==> config.mk <==
export PLATFORM = sky130hd
export DESIGN_NAME = mul_operand_packer_bf16
export DESIGN_NICKNAME = d
export VERILOG_FILES = /design/src/rtl/mul_operand_packer_bf16.sv
export SDC_FILE = /design/constraint.sdc
export NUM_CORES = 1
export LEC_CHECK = 0
export ABC_CLOCK_PERIOD_IN_PS = 3090
export CAP_MARGIN = 10
export CORE_ASPECT_RATIO = 1.75
export CORE_UTILIZATION = 48
export CTS_CLUSTER_SIZE = 40
export DETAILED_ROUTE_END_ITERATION = 10
export PLACE_DENSITY = 0.89
export SYNTH_ARGS = -nofsm -noshare
export SYNTH_HDL_FRONTEND = slang
export SYNTH_SLANG_ARGS = --single-unit
==> constraint.sdc <==
create_clock -name clk -period 3.09 [get_ports clk]
set_input_delay 0.309 -clock clk [delete_from_list [all_inputs] [get_ports clk]]
set_output_delay 0.309 -clock clk [all_outputs]
set_load 0.02 [all_outputs]
==> src/rtl/mul_operand_packer_bf16.sv <==
// Operand packer feeding the 4-lane bf16 multiplier tree: collects one node's operands
// into a 128-bit word, issues it under credit control and tracks batches in flight.
module mul_operand_packer_bf16 #(
    parameter int unsigned MAX_INFLIGHT = 4,
    parameter logic [15:0] ONE_BF16     = 16'h3F80
) (
    input  logic         clk,
    input  logic         rst,
    input  logic [15:0]  op_in,
    input  logic [1:0]   op_mode,
    input  logic         op_valid,
    output logic         op_ready,
    output logic [127:0] mul_ins,
    output logic         mul_stb,
    output logic [1:0]   mode,
    input  logic [3:0]   tree_stbs,
    output logic [3:0]   inflight,
    output logic         busy,
    output logic         err
);

    typedef enum logic [1:0] {
        IDLE  = 2'd0,
        FILL  = 2'd1,
        ISSUE = 2'd2
    } state_t;

    localparam logic [3:0] MAX_CNT = 4'(MAX_INFLIGHT);

    state_t       state_r;
    state_t       state_s;
    logic [2:0]   ptr_r;
    logic [2:0]   ptr_s;
    logic [127:0] ins_s;
    logic [1:0]   mode_s;
    logic [3:0]   inflight_s;
    logic         stb_s;
    logic         err_s;
    logic         retire_s;
    logic         live_r;

    assign retire_s = |tree_stbs;
    assign busy     = (state_r != IDLE) || (inflight != 4'd0);

    // Group assembly: slot writes, pointer sequencing and handshake
    always_comb begin
        state_s  = state_r;
        ptr_s    = ptr_r;
        ins_s    = mul_ins;
        mode_s   = mode;
        op_ready = 1'b0;
        case (state_r)
            IDLE: begin
                // A new mode must wait for the tree to drain so mode stays stable for in-flight products
                op_ready = live_r && ((inflight == 4'd0) || (op_mode == mode));
                if (op_valid && op_ready) begin
                    mode_s       = op_mode;
                    ins_s[15:0]  = op_in;
                    ptr_s        = 3'd1;
                    state_s      = FILL;
                end else begin
                    state_s = IDLE;
                end
            end
            FILL: begin
                op_ready = 1'b1;
                if (op_valid) begin
                    ins_s[{ptr_r, 4'd0} +: 16] = op_in;
                    if ((mode == 2'd1) && (ptr_r == 3'd2)) begin
                        ins_s[63:48] = ONE_BF16;
                        ptr_s        = 3'd4;
                    end else if ((mode == 2'd1) && (ptr_r == 3'd6)) begin
                        ins_s[127:112] = ONE_BF16;
                        state_s        = ISSUE;
                    end else if (ptr_r == 3'd7) begin
                        state_s = ISSUE;
                    end else begin
                        ptr_s = ptr_r + 3'd1;
                    end
                end else begin
                    state_s = FILL;
                end
            end
            ISSUE: begin
                if (mul_stb) begin
                    ptr_s   = 3'd0;
                    state_s = IDLE;
                end else begin
                    state_s = ISSUE;
                end
            end
            default: begin
                state_s = IDLE;
                ptr_s   = 3'd0;
            end
        endcase
    end

    // Credit accounting, issue strobe and sticky underflow error
    always_comb begin
        inflight_s = inflight;
        case ({mul_stb, retire_s})
            2'b10:   inflight_s = inflight + 4'd1;
            2'b01: begin
                if (inflight != 4'd0) begin
                    inflight_s = inflight - 4'd1;
                end else begin
                    inflight_s = 4'd0;
                end
            end
            default: inflight_s = inflight;
        endcase
        // The strobe is registered one cycle ahead so it coincides with the ISSUE state
        stb_s = (state_s == ISSUE) && (inflight_s < MAX_CNT);
        err_s = err || (retire_s && (inflight == 4'd0));
    end

    // State and output registers
    always_ff @(posedge clk or negedge rst) begin
        if (!rst) begin
            state_r  <= IDLE;
            ptr_r    <= 3'd0;
            mul_ins  <= 128'd0;
            mul_stb  <= 1'b0;
            mode     <= 2'd0;
            inflight <= 4'd0;
            err      <= 1'b0;
            live_r   <= 1'b0;
        end else begin
            state_r  <= state_s;
            ptr_r    <= ptr_s;
            mul_ins  <= ins_s;
            mul_stb  <= stb_s;
            mode     <= mode_s;
            inflight <= inflight_s;
            err      <= err_s;
            live_r   <= 1'b1;
        end
    end

endmodule

==> qor.yml <==
outcome: "finished, final reports clean"
relSlewSlack_pct: 51.33
ys_seq_area_share_pct: 61.23
syn_to_final_growth_pct: 40.02
die_w_microns: 85.12
combPwrFrac_pct: 45.1
switching_share_pct: 38.83
reg2reg_to: "mul_ins[52]"
end_kind: "output pin"
rsz0062_at_grt: "no"
insertion_delay_ns: 0.41
cts-buffers-inserted: 17
yosysWarnings: 0
r2r_start: "ptr_r[0]"
finalSetupViolCount: 0
ys.flop_type: "dfrtp_1"
fmax_mhz: 343.2
tns_ns: 0
drv_slew: 0
cts_sinks: 142
grt-ovfl-total: 0
place_area_sq_um: 7566
row_count: 52
clkPwrFrac_pct: 20.9
drt_iter0_markers: 330
drive_gt1_share_pct: 11.07
grt_max_degree: 73
setup_slack_ns: 0.1761
async_reset_ff_share_pct: 100.0
maxCapViolCount: 0
fin_area_sq_um: 8125
arrival_ns: 2.60
cts_max_path_buffers: 2
layout_commonest_cell: "clkdlybuf4s50_1"
fin_crit_sh_pct: 94.30
antenna_found_initial: 0
tightest_slew_ns: 0.7282
fin_crit_ns: 2.914
wirelength_mm: 16.70
grt_pass1_vias: 4992
drc: 0
clkTransAtPathRegs_ns: 0.06
initial_utilization_pct: 49.83
htree_num_levels: 4
routed-via-count: 4876
cp-start-kind: "register"
critPathKind: "reg -> out"
gp_congestion: 0.9083
coreArea_sq_um: 11650
cts_tree: "done"
mostFrequentLayoutCells: "clkdlybuf4s50_1, dfrtp_1, nand2_1, o21ai_0, mux2_2"
ioPinCount: 163
place_ws_ns: 0.4199
cts_setup_buffers: 0
portBuffers: 162
power.internal_uw: 5520
critPathRequiredTime_ns: 2.78
wl_per_cell_microns: 19.47
fin_nets: 745
dieArea_sq_um: 12550
yosys_register_bits: 142
ir_worst_vdd_mv: 0.7530
cts_resized: 0
rr_worst_depth: 7
post_synth_num_cell_types: 45
grt_usage_pct: 27.94
drt_pass1_iterations: 5
skew_ns: 0.005059
clockRootBuffer: "clkbuf_16"
rrSetupSlack_ns: 0.32
powerDensity_nw_per_um2: 1111
synth_nets: 580
vias_per_cell: 5.683
hold-worst-slack_ns: 0.4732
min_path_type: "in -> async"
cts-hold-fix-buffers: 1
syn_inst: 545
post-dp-hpwl_mm: 11.95
antenna_cells: 0
ant_nets: 0
netSwitchingPower_uw: 3504
syn_avg_cell_area_sq_um: 10.65
die_h_microns: 147.5
synth_edf_count: 0
p_leak_uw: 0.003541
synthesis.area_sq_um: 5803
cp_max_fo: 7
hold_violations: 0
seqPwrFrac_pct: 34.0
grt_pass1_wl_mm: 26.61
==> worst max path at each step <==
stage | from | endpoint | slack (ns) | cells after the start
4_1_cts | inflight[0] | busy | 0.16 | 5
3_3_place_gp | ptr_r[0] | mul_ins[10] | 0.62 | 8
3_5_place_dp | ptr_r[0] | mul_ins[52] | 0.42 | 7
2_1_floorplan | ptr_r[0] | mul_ins[10] | 0.48 | 9
6_report | inflight[0] | busy | 0.18 | 5
5_1_grt | ptr_r[0] | mul_ins[50] | 0.02 | 7
==> metal layers <==
layer  GRT usage (%)  vias up  routed length (microns)
met4           13.98        0                      656
met1           32.56     2433                     6135
met2           48.99      192                     9066
met5               0        -                        0
met3           5.025       48                      844
li1                -     2203                        -
==> logic make-up after synthesis <==
family                   count (synthesis)  synth area share [%]
AO/OA/AOI/OAI                          126                 12.98
XOR/XNOR                                 2                0.3019
adder cells (fa/ha/maj)                 10                 2.156
buffers and inverters                   42                 2.889
flip-flops                             142                 61.23
multiplexers                            34                 6.533
other                                    1               0.06462
AND/OR/NAND/NOR                        188                 13.84
==> worst max-delay path, cell delays in order, from the launching register on <==
cell and delay, ns:
dfrtp_1 0.45, inv_1 0.09, ha_1 0.23, or3b_4 0.45, or3_2 0.43, clkdlybuf4s50_1 0.55
==> stage by stage <==
stage / std cells / utilization (%) / total power, uW
detailed placement: 825 / 64.97 / 7121
finish: 858 / 69.77 / 9024
global placement: 825 / 64.97 / 6951
floorplan: 545 / - / 5143
global route: 858 / 69.77 / 9462
CTS: 858 / 69.77 / 9049
==> Yosys cell counts (2+ instances only) <==
master	count	area (sq um)
nand3b_1	3	22.52
nor2_1	14	52.55
dfrtp_1	142	3553
a211oi_1	2	15.01
and3_1	2	12.51
o21ai_0	71	355.3
a22o_1	7	61.31
o21bai_1	2	15.01
xor2_1	2	17.52
mux2_2	31	349.1
ha_1	10	125.1
o211ai_1	7	52.55
and2_1	3	18.77
nor3b_1	2	15.01
a21oi_1	24	120.1
a32o_1	2	20.02
mux2i_1	3	30.03
nand3_1	17	85.08
a21o_1	2	15.01
o22ai_1	2	12.51
clkbuf_1	25	93.84
nand2_1	132	495.5
inv_1	13	48.80
nor3_1	6	30.03
==> area by class of cell <==
cell class | count | area [sq um]
Clock buffer | 18 | 429.2
Tap cell | 135 | 168.9
Inverter | 13 | 48.80
Timing Repair Buffer | 175 | 1723
Fill cell | 816 | 3521
Multi-Input combinational cell | 361 | 2082
Clock inverter | 14 | 120.1
Sequential cell | 142 | 3553
==> flip-flops by register name, indices dropped and copies added (netlist names) <==
name,cells
mul_ins,128
inflight,4
mul_stb,1
ptr_r,3
mode,2
err,1
state_r,2
live_r,1
==> power by group through the flow <==
stage                     registers [uW]  logic, uW  clock network, uW
after floorplan                     3780       1360                  0
after global placement              3040       3910                  0
after detailed placement            3070       4050                  0
after CTS                           3060       4090               1900
after global routing                3140       4340               1980
final                               3070       4070               1880
Power figures use the tool's default switching activity.
